`src/rtl/sdram_pkg.sv`:
```
// rtl/sdram_pkg.sv - shared SDRAM field widths, address split offsets and read FSM encoding
package sdram_pkg;

  // Engine field widths
  localparam int ROW_W  = 13;
  localparam int COL_W  = 10;
  localparam int BANK_W = 2;
  localparam int DATA_W = 16;

  // Linear word address split {bank, row, col}; shared with the write sequencer
  localparam int COL_LSB    = 0;
  localparam int ROW_LSB    = COL_LSB + COL_W;
  localparam int BANK_LSB   = ROW_LSB + ROW_W;
  localparam int LIN_ADDR_W = BANK_LSB + BANK_W;

  // Longest burst a single command may request
  localparam int MAX_BURST = 16;

  // Read sequencer states
  typedef enum logic [2:0] {
    ST_IDLE      = 3'd0,
    ST_REQ       = 3'd1,
    ST_WAIT_FIN  = 3'd2,
    ST_HOLD      = 3'd3,
    ST_WAIT_DROP = 3'd4
  } rd_seq_state_e;

endpackage

```
`src/rtl/sdram_addr_inc.sv`:
```
// rtl/sdram_addr_inc.sv - combinational bank/row/col +1 with carry chain (wraps at the top)
module sdram_addr_inc
  import sdram_pkg::*;
(
  input  logic [BANK_W-1:0] bank,
  input  logic [ROW_W-1:0]  row,
  input  logic [COL_W-1:0]  col,
  output logic [BANK_W-1:0] bank_next,
  output logic [ROW_W-1:0]  row_next,
  output logic [COL_W-1:0]  col_next
);

  logic col_carry;
  logic row_carry;

  // Column always steps; a full column carries into row, a full row into bank
  always_comb begin
    col_carry = &col;
    row_carry = col_carry & (&row);
    col_next  = col + COL_W'(1);
    row_next  = col_carry ? row + ROW_W'(1) : row;
    bank_next = row_carry ? bank + BANK_W'(1) : bank;
  end

endmodule

```
`src/rtl/sdram_read_seq.sv`:
```
// rtl/sdram_read_seq.sv - burst read sequencer in front of the single-word SDRAM read engine (option: SDRAM_RD_SEQ_TIMEOUT_EN)
module sdram_read_seq
  import sdram_pkg::*;
#(
  parameter int ADDR_W = 25,
  parameter int LEN_W  = 5
`ifdef SDRAM_RD_SEQ_TIMEOUT_EN
  ,
  parameter int TIMEOUT = 64
`endif
) (
  input  logic              iclk,
  input  logic              ctr_reset,
  input  logic              cmd_valid,
  output logic              cmd_ready,
  input  logic [ADDR_W-1:0] cmd_addr,
  input  logic [LEN_W-1:0]  cmd_len,
  output logic [DATA_W-1:0] out_data,
  output logic              out_valid,
  input  logic              out_ready,
  output logic              out_last,
  output logic              busy,
  output logic              rd_req,
  output logic              rd_en,
  output logic              rd_reset,
  output logic [ROW_W-1:0]  rd_row,
  output logic [COL_W-1:0]  rd_col,
  output logic [BANK_W-1:0] rd_bank,
  input  logic              rd_fin,
  input  logic [DATA_W-1:0] rd_data
`ifdef SDRAM_RD_SEQ_TIMEOUT_EN
  ,
  output logic              err
`endif
);

  rd_seq_state_e     state, state_n;
  logic              busy_n, rd_en_n, rd_req_n, rd_reset_n, cmd_ready_n;
  logic              out_valid_n, out_last_n;
  logic [DATA_W-1:0] out_data_n;
  logic [BANK_W-1:0] bank_n, inc_bank;
  logic [ROW_W-1:0]  row_n, inc_row;
  logic [COL_W-1:0]  col_n, inc_col;
  logic [LEN_W-1:0]  remaining, remaining_n;
  logic [LEN_W-1:0]  len_words;

`ifdef SDRAM_RD_SEQ_TIMEOUT_EN
  localparam int TIMER_W = $clog2(TIMEOUT);
  logic [TIMER_W-1:0] timer, timer_n;
  logic               err_n;
`endif

  // The address outputs double as the burst address register
  sdram_addr_inc u_addr_inc (
    .bank      (rd_bank),
    .row       (rd_row),
    .col       (rd_col),
    .bank_next (inc_bank),
    .row_next  (inc_row),
    .col_next  (inc_col)
  );

  // Word count for a new command: 0 means one word, oversize lengths clamp
  always_comb begin
    if (cmd_len == '0)
      len_words = LEN_W'(1);
    else if (cmd_len > LEN_W'(MAX_BURST))
      len_words = LEN_W'(MAX_BURST);
    else
      len_words = cmd_len;
  end

  // Next-state and next registered output values
  always_comb begin
    state_n     = state;
    busy_n      = busy;
    rd_en_n     = rd_en;
    cmd_ready_n = cmd_ready;
    rd_req_n    = 1'b0;
    rd_reset_n  = 1'b0;
    out_valid_n = out_valid;
    out_last_n  = out_last;
    out_data_n  = out_data;
    bank_n      = rd_bank;
    row_n       = rd_row;
    col_n       = rd_col;
    remaining_n = remaining;
`ifdef SDRAM_RD_SEQ_TIMEOUT_EN
    timer_n     = timer;
    err_n       = err;
`endif
    case (state)
      ST_IDLE: begin
        // rd_reset high means the engine is still being reset; hold off
        if (cmd_valid && cmd_ready && !rd_reset) begin
          bank_n      = cmd_addr[BANK_LSB +: BANK_W];
          row_n       = cmd_addr[ROW_LSB +: ROW_W];
          col_n       = cmd_addr[COL_LSB +: COL_W];
          remaining_n = len_words;
          busy_n      = 1'b1;
          rd_en_n     = 1'b1;
          cmd_ready_n = 1'b0;
          rd_req_n    = 1'b1;
          state_n     = ST_REQ;
`ifdef SDRAM_RD_SEQ_TIMEOUT_EN
          err_n       = 1'b0;
`endif
        end
      end
      ST_REQ: begin
        state_n = ST_WAIT_FIN;
`ifdef SDRAM_RD_SEQ_TIMEOUT_EN
        timer_n = '0;
`endif
      end
      ST_WAIT_FIN: begin
        if (rd_fin) begin
          out_data_n  = rd_data;
          out_valid_n = 1'b1;
          out_last_n  = (remaining == LEN_W'(1));
          state_n     = ST_HOLD;
        end
`ifdef SDRAM_RD_SEQ_TIMEOUT_EN
        else if (timer == TIMER_W'(TIMEOUT - 1)) begin
          // Engine stuck: pulse its reset and drop the rest of the burst
          rd_reset_n  = 1'b1;
          err_n       = 1'b1;
          busy_n      = 1'b0;
          rd_en_n     = 1'b0;
          cmd_ready_n = 1'b1;
          remaining_n = '0;
          state_n     = ST_IDLE;
        end else begin
          timer_n = timer + TIMER_W'(1);
        end
`endif
      end
      ST_HOLD: begin
        // rd_fin may still be high here; the next request waits for it to drop
        if (out_ready && out_valid) begin
          out_valid_n = 1'b0;
          out_last_n  = 1'b0;
          remaining_n = remaining - LEN_W'(1);
          bank_n      = inc_bank;
          row_n       = inc_row;
          col_n       = inc_col;
          state_n     = ST_WAIT_DROP;
        end
      end
      ST_WAIT_DROP: begin
        if (!rd_fin) begin
          if (remaining != '0) begin
            rd_req_n = 1'b1;
            state_n  = ST_REQ;
          end else begin
            busy_n      = 1'b0;
            rd_en_n     = 1'b0;
            cmd_ready_n = 1'b1;
            state_n     = ST_IDLE;
          end
        end
      end
      default: state_n = ST_IDLE;
    endcase
  end

  // State and output registers; reset holds the engine in reset
  always_ff @(posedge iclk or posedge ctr_reset) begin
    if (ctr_reset) begin
      state     <= ST_IDLE;
      busy      <= 1'b0;
      rd_en     <= 1'b0;
      rd_req    <= 1'b0;
      rd_reset  <= 1'b1;
      cmd_ready <= 1'b1;
      out_valid <= 1'b0;
      out_last  <= 1'b0;
      out_data  <= '0;
      rd_bank   <= '0;
      rd_row    <= '0;
      rd_col    <= '0;
      remaining <= '0;
`ifdef SDRAM_RD_SEQ_TIMEOUT_EN
      timer     <= '0;
      err       <= 1'b0;
`endif
    end else begin
      state     <= state_n;
      busy      <= busy_n;
      rd_en     <= rd_en_n;
      rd_req    <= rd_req_n;
      rd_reset  <= rd_reset_n;
      cmd_ready <= cmd_ready_n;
      out_valid <= out_valid_n;
      out_last  <= out_last_n;
      out_data  <= out_data_n;
      rd_bank   <= bank_n;
      rd_row    <= row_n;
      rd_col    <= col_n;
      remaining <= remaining_n;
`ifdef SDRAM_RD_SEQ_TIMEOUT_EN
      timer     <= timer_n;
      err       <= err_n;
`endif
    end
  end

endmodule

```
`config.mk`:
```
export PLATFORM = sky130hd
export DESIGN_NAME = sdram_read_seq
export DESIGN_NICKNAME = d
export VERILOG_FILES = /design/src/rtl/sdram_pkg.sv /design/src/rtl/sdram_addr_inc.sv /design/src/rtl/sdram_read_seq.sv
export SDC_FILE = /design/constraint.sdc
export NUM_CORES = 1
export LEC_CHECK = 0
export ABC_AREA = 1
export BUFFER_PORTS_ARGS = -buffer_cell sky130_fd_sc_hd__buf_4
export CORE_MARGIN = 2
export CORE_UTILIZATION = 51
export DETAILED_ROUTE_END_ITERATION = 8
export PLACE_DENSITY_LB_ADDON = 0.08
export SETUP_SLACK_MARGIN = 0.15
export SLEW_MARGIN = 20
export SYNTH_ARGS = -nofsm -noshare
export SYNTH_HDL_FRONTEND = slang
export SYNTH_HIERARCHICAL = 1
export SYNTH_SLANG_ARGS = --single-unit
```
`constraint.sdc`:
```
create_clock -name iclk -period 2.9 [get_ports iclk]
set_input_delay 0.145 -clock iclk [delete_from_list [all_inputs] [get_ports iclk]]
set_output_delay 0.145 -clock iclk [all_outputs]
set_load 0.05 [all_outputs]
```
Yosys cells after proc, flatten, opt, wreduce, memory -nomap -nowiden:

Cells that the tools add are included.

* bits in registers: 55
* bits of input ports: 51
* output and inout bits: 48
* logic and storage cells: 88

* add/sub/neg operators: 4
* magnitude comparators: 1
* equality and inequality tests: 12
* mux-type cells: 39
* bitwise operators: 1
* reductions and logical operators: 19

Operator list (count)
* 2-to-1 mux 13 bit: 3
* one-hot mux 13 bit (2 select lines): 1
* 2-to-1 mux 10 bit: 2
* 2-to-1 mux 5 bit: 4
* one-hot mux 10 bit (2 select lines): 1
* AND reduction 4 bit: 4
* one-hot mux 3 bit (5 select lines): 1
* adder 13 x 1 -> 13 bit (second input constant): 1
* 2-to-1 mux 1 bit: 13
* AND reduction 13 bit: 1
* 2-to-1 mux 3 bit: 4
* adder 10 x 1 -> 10 bit (second input constant): 1
* inequality test 2 bit (second input constant): 5
* one-hot mux 1 bit (2 select lines): 5
* one-hot mux 5 bit (2 select lines): 1
* AND reduction 10 bit: 1
* == test 3 x 2 -> 1 bit (second input constant): 2
* 2-to-1 mux 2 bit: 3
* AND reduction 3 bit: 2
* nonzero test 2 bit: 3
* == test 5 x 1 -> 1 bit (second input constant): 1
* greater-than comparator 5 bit (second input constant): 1
* logical NOT 5 bit: 1
* nonzero test 5 bit: 1
* other kinds (11): 14

Longest topological paths before layout:

Gate-level depths: netlist of the first run.

* depth in word-level cells: 5
* mapped depth: 12
* depth with buffers taken out: 12

By module:

The synthesis of the first run kept the hierarchy.

Modules (own cells, without submodules)
* sdram_read_seq: instances 1, cells each 376, area an instance 2738.9 um^2, seq. area each 1378.8 um^2
* sdram_addr_inc: instances 1, cells each 111, area an instance 618.1 um^2, seq. area each 0.0 um^2

Least setup slack after synthesis of the first run:

No wires, ideal clock.

* path kind: reg2reg
* start point: register rd_row[0]
* end point: register rd_bank[0]
* library setup time: 0.119 ns
* arrival time: 1.818 ns
* required time: 2.781 ns
* path slack: 0.963 ns
* stages on the path, launching flop included: 13
* path buffers: 0
* period minus slack after synthesis: 1.937 ns
* cells stage by stage: dfrtp_1 > ha_1 > inv_1 > nor2_2 > nand2_1 > nor2_1 > nand2_1 > nand2_1 > nand2_1 > nand2_1 > nand2_1 > nand2_1 > nand2_1

* word-level cells in the longest chain between the ends: 4

RTL lines
* start, declared: RTL line sdram_read_seq.sv:26 `output logic [ROW_W-1:0] rd_row,`
* start signal, assigned: RTL line sdram_read_seq.sv:198 `rd_row <= row_n;`
* AND reduction 13 bit: RTL line sdram_addr_inc.sv:19 `row_carry = col_carry & (&row);`
* bitwise AND 1 bit: RTL line sdram_addr_inc.sv:19
* inequality test 2 x 1 -> 1 bit (no source line)
* AND reduction 4 bit (no source line)
* end signal, assigned: RTL line sdram_read_seq.sv:197 `rd_bank <= bank_n;`
* end, declared: RTL line sdram_read_seq.sv:28 `output logic [BANK_W-1:0] rd_bank,`

No other way between the ends.
A chain may end at the register's enable or synchronous reset.

Worst setup path after layout of the first run:

* start point: register state[1]
* end point: register remaining[4]

* word-level cells in the longest chain between the ends: 3
* elaborated cells on any way between the ends: 7
* classes of those cells: 3 x eq/ne; 1 x mux; 3 x reduce/logical

RTL lines
* start, declared: RTL line sdram_read_seq.sv:37 `rd_seq_state_e state, state_n;`
* start signal, assigned: RTL line sdram_read_seq.sv:188 `state <= state_n;`
* == test 3 x 2 -> 1 bit / logical NOT 3 bit (equally long branches): RTL line sdram_read_seq.sv:92 `case (state)`
* inequality test 2 bit (no source line) / nonzero test 2 bit (equally long branches)
* AND reduction 3 bit (no source line)
* end signal, assigned: RTL line sdram_read_seq.sv:200 `remaining <= remaining_n;`
* end, declared: RTL line sdram_read_seq.sv:44 `logic [LEN_W-1:0] remaining, remaining_n;`

Several ways; a longest one is shown, not always the timed one.

==> results of run 1 <==
## final timing paths
path                                            endpoint  depth (start not counted)
worst min-delay path             out_data[1]$_DFFE_PP0P_                          3
worst min register to register     cmd_ready$_DFFE_PP1P_                          2
worst max-delay path            remaining[4]$_DFFE_PP0P_                          7
min in group asynchronous          rd_col[6]$_DFFE_PP0P_                          3
worst max register to register  remaining[4]$_DFFE_PP0P_                          7
max in group asynchronous        out_data[9]$_DFFE_PP0P_                          4
## critical path, stage by stage, from the launching register on
cell	delay [ns]
dfrtp_1	0.46
nand2_1	0.12
nor2_2	0.08
buf_4	0.31
nand3_2	0.18
nand2_2	0.50
nand3_1	0.15
nand2_1	0.09
## routing by layer
layer  global-route usage (%)  vias to the layer above  share of wire (%)
met2                    40.55                       98                 49
met5                        0                        -                  0
met3                    4.572                        6                5.6
li1                         -                     1678                  -
met1                    29.47                     1528                 44
met4                    6.205                        0               0.86
## power groups by stage
stage	Sequential, W	Combinational, W	Clock, W
3_5_place_dp	0.000783	0.000102	0
3_3_place_gp	0.000783	0.000101	0
6_report	0.000768	0.000102	0.000518
2_1_floorplan	0.000786	0.0000351	0
5_1_grt	0.000768	0.000115	0.000562
4_1_cts	0.000768	0.000103	0.000533
## cells in the final DEF, fill, tap and decap left out, drive strengths merged
| cell | instances |
|---|---|
| a21oi | 1 |
| buf | 104 |
| bufinv | 1 |
| clkbuf | 5 |
| clkinv | 2 |
| conb | 1 |
| dfrtp | 53 |
| dfstp | 2 |
| dlygate4sd3 | 1 |
| ha | 4 |
| inv | 45 |
| nand2 | 225 |
| nand3 | 53 |
| nand3b | 2 |
| nand4 | 2 |
| nor2 | 38 |
| nor3 | 2 |
| o21ai | 24 |
| xnor2 | 3 |
| xor2 | 13 |
## metrics by stage
| stage | instances | instance area (um2) | util (%) | total power, W | hold WS [ns] |
|---|---|---|---|---|---|
| after CTS | 658 | 4249 | 66.92 | 0.001404 | 0.06794 |
| after floorplan | 487 | 3357 | - | 0.0008209 | 0.2758 |
| after global routing | 658 | 4249 | 66.92 | 0.001446 | 0.07223 |
| after detailed placement | 649 | 4126 | 64.99 | 0.0008849 | 0.3365 |
| after global placement | 649 | 4126 | 64.99 | 0.0008838 | 0.3242 |
| final | 658 | 4249 | 66.92 | 0.001387 | 0.07507 |
## registers in the layout, indices dropped and copies added (netlist names)
register	cells
rd_reset	1
rd_row	13
rd_col	10
rd_bank	2
out_data	16
out_valid	1
out_last	1
rd_req	1
cmd_ready	1
rd_en	1
remaining	5
state	3
## cells by family after synthesis
family	count (synthesis)	share of synthesized area, %
AO/OA/AOI/OAI	25	3.727
XOR/XNOR	16	4.622
other	1	0.1117
flip-flops	55	41.07
buffers and inverters	64	8.237
AND/OR/NAND/NOR	322	40.74
adder cells (fa/ha/maj)	4	1.491
## cell type report
class / count / area (um2)
Fill cell: 551 / 2101
Multi-Input combinational cell: 368 / 1702
Sequential cell: 55 / 1379
Timing Repair Buffer: 105 / 790.8
Inverter: 45 / 168.9
Tap cell: 77 / 96.34
Clock buffer: 5 / 68.82
Clock inverter: 3 / 43.79
## what timing repair did
action,in CTS,in global routing
hold buffers,1,0
gates resized for setup,0,0
hold endpoints to repair,27,0
==> impl_results.md, run 1 <==
- Status: finished clean
- Syn avg cell area: 6.893 um2
- Slew headroom: 49.19%
- Setup slack, reg-to-reg: 0.94 ns
- Post-route ant nets: 0
- Port bufs: 98
- Number of distinct library cells after synthesis: 27
- Largest net degree at the start of global routing: 36
- Area Overhead vs Synth: 26.57%
- Skew final: 0.007188 ns
- Worst Setup SP: state[1]$_DFFE_PP0P_
- Max-slew violation count: 0
- Part of the cycle the worst path needs: 67.46%
- Most frequent cell after synthesis: nand2_1
- Switch share: 21.99%
- Die area: 7247 um2
- First-pass GRT wire length: about 14000 um
- CTS max path bufs: 2
- Synth top area cells: dfrtp_1, nand2_1, nand3_1, inv_1, nor2_1
- Die width: 85.13 um
- Post-route setup TNS: 0 ns
- Crit. End Element: flip-flop
- Max cap viols: 0
- Final Hold Viols: 0
- DR pass1 iterations: 4
- Hold Crit Class: input port to flip-flop
- Vias in the first global route: ~3200
- Leak pwr: about 2.4 nW
- Final wirelength: about 8100 um
- Sequential element share of the synthesized area: about two fifths
- Crit path DAT: about 2.2 ns
- Post-synthesis async set-or-reset flop share: 100.0%
- Clk pwr share: 37.3%
- Sw Pwr: 0.0003051 W
- Total congestion overflow: 0
- Drt drc: 0
- Worst-margin pin slew: 0.7610 ns
- CTS tree: built
- Reg power frac: 55.4%
- Area of the mapped netlist: 3357 um2
- Core area: 6350 um2
- RSZ-0062 raised after global routing: no
- Ports: 99
- Sink Count: 55
- Final net count: 635
- Setup bufs post-CTS: 0
- Share of cells above drive strength 1: 23.06%
- Critical path startpoint category: flip-flop
- CP required: 3.16 ns
- Initial Utilization: a little over half
- Initial DRC Count: 154
- Power Internal: 0.001082 W
- Post-Syn Instances: roughly 500
- Synth warn: 6
- Combinational Power Share: 7.3%
- Cell taking the most area after synthesis: dfrtp_1
- Drt wl/cell: ~12 um
- FP Rows: 29
- Post-synth EDFFs: 0
- Final setup margin: 0.9436 ns
- Fin crit period: 1.956 ns
- Post-Syn Nets: about 540
- FMAX: 0.5112 GHz
- Tot GR Track Use: 23.24%
- Root Driver: clkbuf_8
- Final HPWL DP: 5760 um
- Reg2reg start: state[1]$_DFFE_PP0P_
- Synth top cells by count: nand2_1, dfrtp_1, nand3_1
- CP Max Fanout: 31
- Commonest register cell after synthesis: dfrtp_1
- ANT cells: 0
- H-tree levels: 2
- Clk_lat worst skew: a little over 0.3 ns
- PwrDens: 326.5 nW/um2
- Via count: 3310
- Worst-path clk slew: 0.10 ns
- CP Class: flip-flop to flip-flop
- Die Height: 85.13 um
- Worst hold path startpoint: rd_data[1]
- GP Congestion: between 0.8 and 0.9
- Initial antenna violation count: 0
- Vias per inst: 5.030
- # setup viols final: 0
- Peak supply drop: 0.2355 mV
- Pre-CTS WS: 0.9504 ns
- Synth Register Bits: 55
- Top cell type's share of synthesized area: 39.51%
- CTS buffer count: 5
Power figures use the tool's default switching activity.
==> run 2, diff against run 1 <==
clock period = 2 ns   (was 2.9 ns; I/O delays follow)
==> impl_results.md, run 2 (synthesis gave the netlist of run 1 again) <==
- CTS tree: built
- Root Driver: clkbuf_8
- Die area: 7247 um2
- Ports: 99
- DR pass1 iterations: 4
- Commonest cells after routing, fill and taps aside: nand2_1, buf_4, nand3_1, dfrtp_1, inv_1
- Slowest cell on the critical path: dfrtp_2
- Die width: 85.13 um
- Drt wl/cell: 12.39 um
- Vias per inst: ~5.0
- Total power: 0.001879 W
- Worst-path cell chain: ha_1 > nand2_2 > nor2_4 > nand3_4 > buf_4 > nor2_2 > nor2_1 > nor2_1 > nand2_1 > nand2_1 > nand2_1 > nand2_1
- Initial DRC Count: 190
- Bufs and invs on worst path: 1
- Hold slack: 0.03473 ns
- RSZ-0062 raised after global routing: yes
- Final net count: 643
- Most flops, register: out_data
- Die Height: 85.13 um
- Final HPWL DP: about 5800 um
- Max-slew violation count: 0
- Leak pwr: 2.429 nW
- Core area: ~6300 um2
- Slew headroom: 62.55%
- Worst-margin pin slew: 0.5609 ns
- Post-route setup TNS: 0 ns
- Tot GR Track Use: about a quarter
- Largest net degree at the start of global routing: 36
- Crit path max-delay family: simple AND/OR/NAND/NOR gates
- CTS max path bufs: 2
- CP Max Fanout: 5
- Top flop regs: out_data (16), rd_row (13), rd_col (10)
- Final Hold Viols: 0
- Wire length on met1: 3609 um
- First-pass GRT wire length: 13990 um
- CP Class: flip-flop to flip-flop
- FMAX: 0.5811 GHz
- Vias in the first global route: 3251
- Sink Count: 55
- Hold Crit Class: input port to flip-flop
- Total congestion overflow: 0
- GP Congestion: 0.9065
- Crit path DAT: approximately 2.0 ns
- Non-Filler Instances: 666
- FP Rows: 29
- Final wirelength: slightly above 8000 um
- H-tree levels: 2
- Status: finished clean
- CTS buffer count: 5
- Post-route ant nets: 0
- Placed Instances: ~650
- Crit path largest cell delay: 0.41 ns
- Worst-path clk slew: 0.10 ns
- Peak supply drop: 0.3442 mV
- Port bufs: 98
- Max reg flops: 16
- PwrDens: 433.0 nW/um2
- ANT cells: 0
- Routed wl met2: 4034 um
- Part of the cycle the worst path needs: 86.04%
- Worst path most repeated cell: nand2_1
- Max cap viols: 0
- Initial Utilization: 52.87%
- CP required: 2.25 ns
- Top Metal Used: met4
- Crit. End Element: flip-flop
- Initial antenna violation count: 0
- Skew final: 0.007312 ns
- # setup viols final: 0
- Fin crit period: 1.721 ns
- Met3 Wirelength: between 500 and 600 um
- Critical path startpoint category: flip-flop
- Drt drc: 0
- Commonest non-fill, non-tap cell in the layout: nand2_1
- Share of cells above drive strength 1: 25.13%
- Area Overhead vs Synth: 29.30%
- Clk_lat worst skew: 0.31 ns
- Via count: 3326
==> run 2: layout make-up <==
type / instances / area (um2)
fillers: 568 / 2009
multi-input cells: 369 / 1722
flip-flops and latches: 55 / 1384
repair buffers: 112 / 880.8
inverters: 45 / 172.7
well taps: 77 / 96.34
clock buffers: 6 / 72.57
clock inverters: 2 / 12.51
==> run 2: per-layer routing <==
metal	global-route usage, %	vias up
li1	-	1695
met1	30.27	1518
met2	40.63	104
met3	3.210	9
met4	6.494	0
met5	0	-
==> run 2: path summary, 6_finish.rpt <==
check / startpoint / end / slack [ns] / cells past startpoint
worst max-delay path: rd_col[0]$_DFFE_PP0P_ / rd_row[12]$_DFFE_PP0P_ / 0.28 / 12
worst min-delay path: rd_data[1] / out_data[1]$_DFFE_PP0P_ / 0.03 / 3
worst max register to register: rd_col[0]$_DFFE_PP0P_ / rd_row[12]$_DFFE_PP0P_ / 0.28 / 12
worst min register to register: cmd_ready$_DFFE_PP1P_ / cmd_ready$_DFFE_PP1P_ / 0.49 / 2
max in group asynchronous: ctr_reset / rd_reset$_DFF_PP1_ / 0.93 / 4
min in group asynchronous: ctr_reset / rd_col[5]$_DFFE_PP0P_ / 0.39 / 3
==> run 2: worst reg2reg max path, delay by kind of cell (launching register included) <==
family	cells	cell delay (ns)
adders and majority gates	1	0.20
and+or+nand+nor	10	0.87
buffers and inverters	1	0.18
DFF	1	0.41
==> run 2: what timing repair did <==
item                                    CTS  global route
hold endpoints to repair                 23             0
endpoints found under the setup margin    0             7
setup buffers                             0             4
hold buffers                              1             0
gates resized for setup                   0             4
==> run 2: power by group <==
part | internal, W | leakage (nW) | total (W) | switching (W)
Combinational | 0.0000827 | 1.63 | 0.000147 | 0.0000646
Clock | 0.000246 | 0.0412 | 0.000618 | 0.000372
Sequential | 0.00111 | 0.755 | 0.00111 | 0.000000458
==> run 2: metrics by stage <==
| step | util [%] | setup WS [ns] | area, um2 |
|---|---|---|---|
| 3_5_place_dp | 65.81 | 0.1876 | 4179 |
| 2_1_floorplan | - | 0.2379 | 3362 |
| 5_1_grt | 68.35 | 0.1213 | 4340 |
| 4_1_cts | 67.31 | 0.1624 | 4274 |
| 6_report | 68.35 | 0.2793 | 4340 |
| 3_3_place_gp | 65.81 | 0.2576 | 4179 |
==> run 3, diff against run 2 <==
BUFFER_PORTS_ARGS = -buffer_cell sky130_fd_sc_hd__buf_2   (was -buffer_cell sky130_fd_sc_hd__buf_4)
==> impl_results.md, run 3 (synthesis gave the netlist of run 1 again) <==
- Reg2reg start: rd_col[0]$_DFFE_PP0P_
- Vias per inst: 5.005
- Worst hold path startpoint: rd_data[12]
- CP Max Fanout: 7
- Max-slew violation count: 0
- CTS tree: built
- Die area: around 7200 um2
- Peak supply drop: 0.4216 mV
- Max reg flops: 16
- Initial antenna violation count: 0
- Die width: 85.13 um
- Clk_lat worst skew: 0.30 ns
- Total congestion overflow: 0
- Most flops, register: out_data
- Vias in the first global route: 3106
- CP Class: flip-flop to flip-flop
- Crit path largest cell delay: around 0.43 ns
- Tot GR Track Use: 22.62%
- Slowest cell on the critical path: dfrtp_2
- Crit path max-delay family: simple AND/OR/NAND/NOR gates
- Die Height: about 85 um
- Final HPWL DP: 5684 um
- RSZ-0062 raised after global routing: no
- H-tree levels: 2
- Top flop regs: out_data (16), rd_row (13), rd_col (10)
- Drt drc: 0
- Share of cells above drive strength 1: ~25%
- Post-route ant nets: 0
- First-pass GRT wire length: between 10000 and 15000 um
- Worst-path cell chain: ha_4 > nand2_2 > nor2_4 > nand3_2 > o21ai_1 > nand2_1 > nand2_1 > nand2_1 > nand2_1 > nand2_1
- FMAX: 0.5805 GHz
- Worst-path clk slew: 0.10 ns
- Drt wl/cell: between 10 and 15 um
- Area Overhead vs Synth: 20.95%
- Skew final: 0.01004 ns
- DP Area: 3921 um2
- Ports: 99
- ANT cells: 0
- Initial DRC Count: 178
- CTS buffer count: 5
- Largest net degree at the start of global routing: 36
- Root Driver: clkbuf_8
- Final Hold Viols: 0
- Final instance area: 4060 um2
- Leak pwr: 2.363 nW
- Commonest cells after routing, fill and taps aside: nand2_1, buf_2, nand3_1, dfrtp_1, inv_1
- PwrDens: roughly 460 nW/um2
- Worst Setup SP: rd_col[0]$_DFFE_PP0P_
- Critical path startpoint category: flip-flop
- Post-route setup TNS: 0 ns
- Worst path most repeated cell: nand2_1
- Crit path DAT: 1.92 ns
- Max cap viols: 0
- GP Congestion: 0.8515
- Sink Count: 55
- Fin crit period: 1.723 ns
- DR pass1 iterations: 5
- Layout Utilization: 63.94%
- Bufs and invs on worst path: 0
- # setup viols final: 0
- Core area: 6350 um2
- CP required: around 2.2 ns
- Via count: 3313
- Crit. End Element: flip-flop
- Setup bufs post-CTS: 0
- Hold Crit Class: input port to flip-flop
- Status: finished clean
- Commonest non-fill, non-tap cell in the layout: nand2_1
- Final net count: 639
- Port bufs: 98
- Final wirelength: 8104 um
- Part of the cycle the worst path needs: 86.14%
- Initial Utilization: 52.87%
- CTS max path bufs: 2
- FP Rows: 29
==> run 3: worst reg2reg max path: stages (launching register included) <==
cell     delay, ns
dfrtp_2       0.43
ha_4          0.16
nand2_2       0.07
nor2_4        0.21
nand3_2       0.25
o21ai_1       0.22
nand2_1       0.07
nand2_1       0.06
nand2_1       0.05
nand2_1       0.05
nand2_1       0.04
==> run 3: final cells by class <==
cell class	count	area (um2)
Inverter	45	172.7
Tap cell	77	96.34
Fill cell	622	2290
Clock buffer	7	86.33
Clock inverter	1	8.758
Sequential cell	55	1384
Timing Repair Buffer	108	580.6
Multi-Input combinational cell	369	1732
==> run 3: power breakdown <==
group	total [W]	internal, W	switching (W)
Combinational	0.000119	0.0000552	0.0000638
Sequential	0.00111	0.00111	0.000000430
Clock	0.000649	0.000285	0.000364
==> run 3: layer usage <==
| layer | vias up | share of wire [%] | track usage, % |
|---|---|---|---|
| met5 | - | 0 | 0 |
| met1 | 1510 | 46 | 29.69 |
| li1 | 1691 | - | - |
| met3 | 6 | 6.3 | 3.891 |
| met4 | 0 | 0.83 | 5.483 |
| met2 | 106 | 47 | 38.99 |
==> run 3: path summary, 6_finish.rpt <==
kind                                       endpoint  slack (ns)  cells past startpoint
setup / recovery             rd_row[11]$_DFFE_PP0P_        0.28                     10
hold / removal             out_data[12]$_DFFE_PP0P_        0.03                      3
setup reg to reg             rd_row[11]$_DFFE_PP0P_        0.28                     10
hold reg to reg               cmd_ready$_DFFE_PP1P_        0.48                      2
max in group asynchronous     cmd_ready$_DFFE_PP1P_        0.97                      4
min in group asynchronous     rd_col[3]$_DFFE_PP0P_        0.35                      3
==> run 3: metrics by stage <==
step / hold WS (ns) / total power [W] / std cells / setup slack (ns)
4_1_cts: 0.02064 / 0.001908 / 661 / 0.1692
6_report: 0.02851 / 0.001881 / 662 / 0.2773
2_1_floorplan: 0.2308 / 0.001190 / 487 / 0.2379
3_5_place_dp: 0.1544 / 0.001255 / 652 / 0.2008
3_3_place_gp: 0.1490 / 0.001253 / 652 / 0.2555
5_1_grt: 0.02228 / 0.001963 / 662 / 0.1477
==> run 3: timing repair <==
action / in CTS / in global routing
endpoints found under the setup margin: 0 / 7
hold buffers: 1 / 0
hold endpoints to repair: 20 / 0
gates resized for setup: 0 / 5
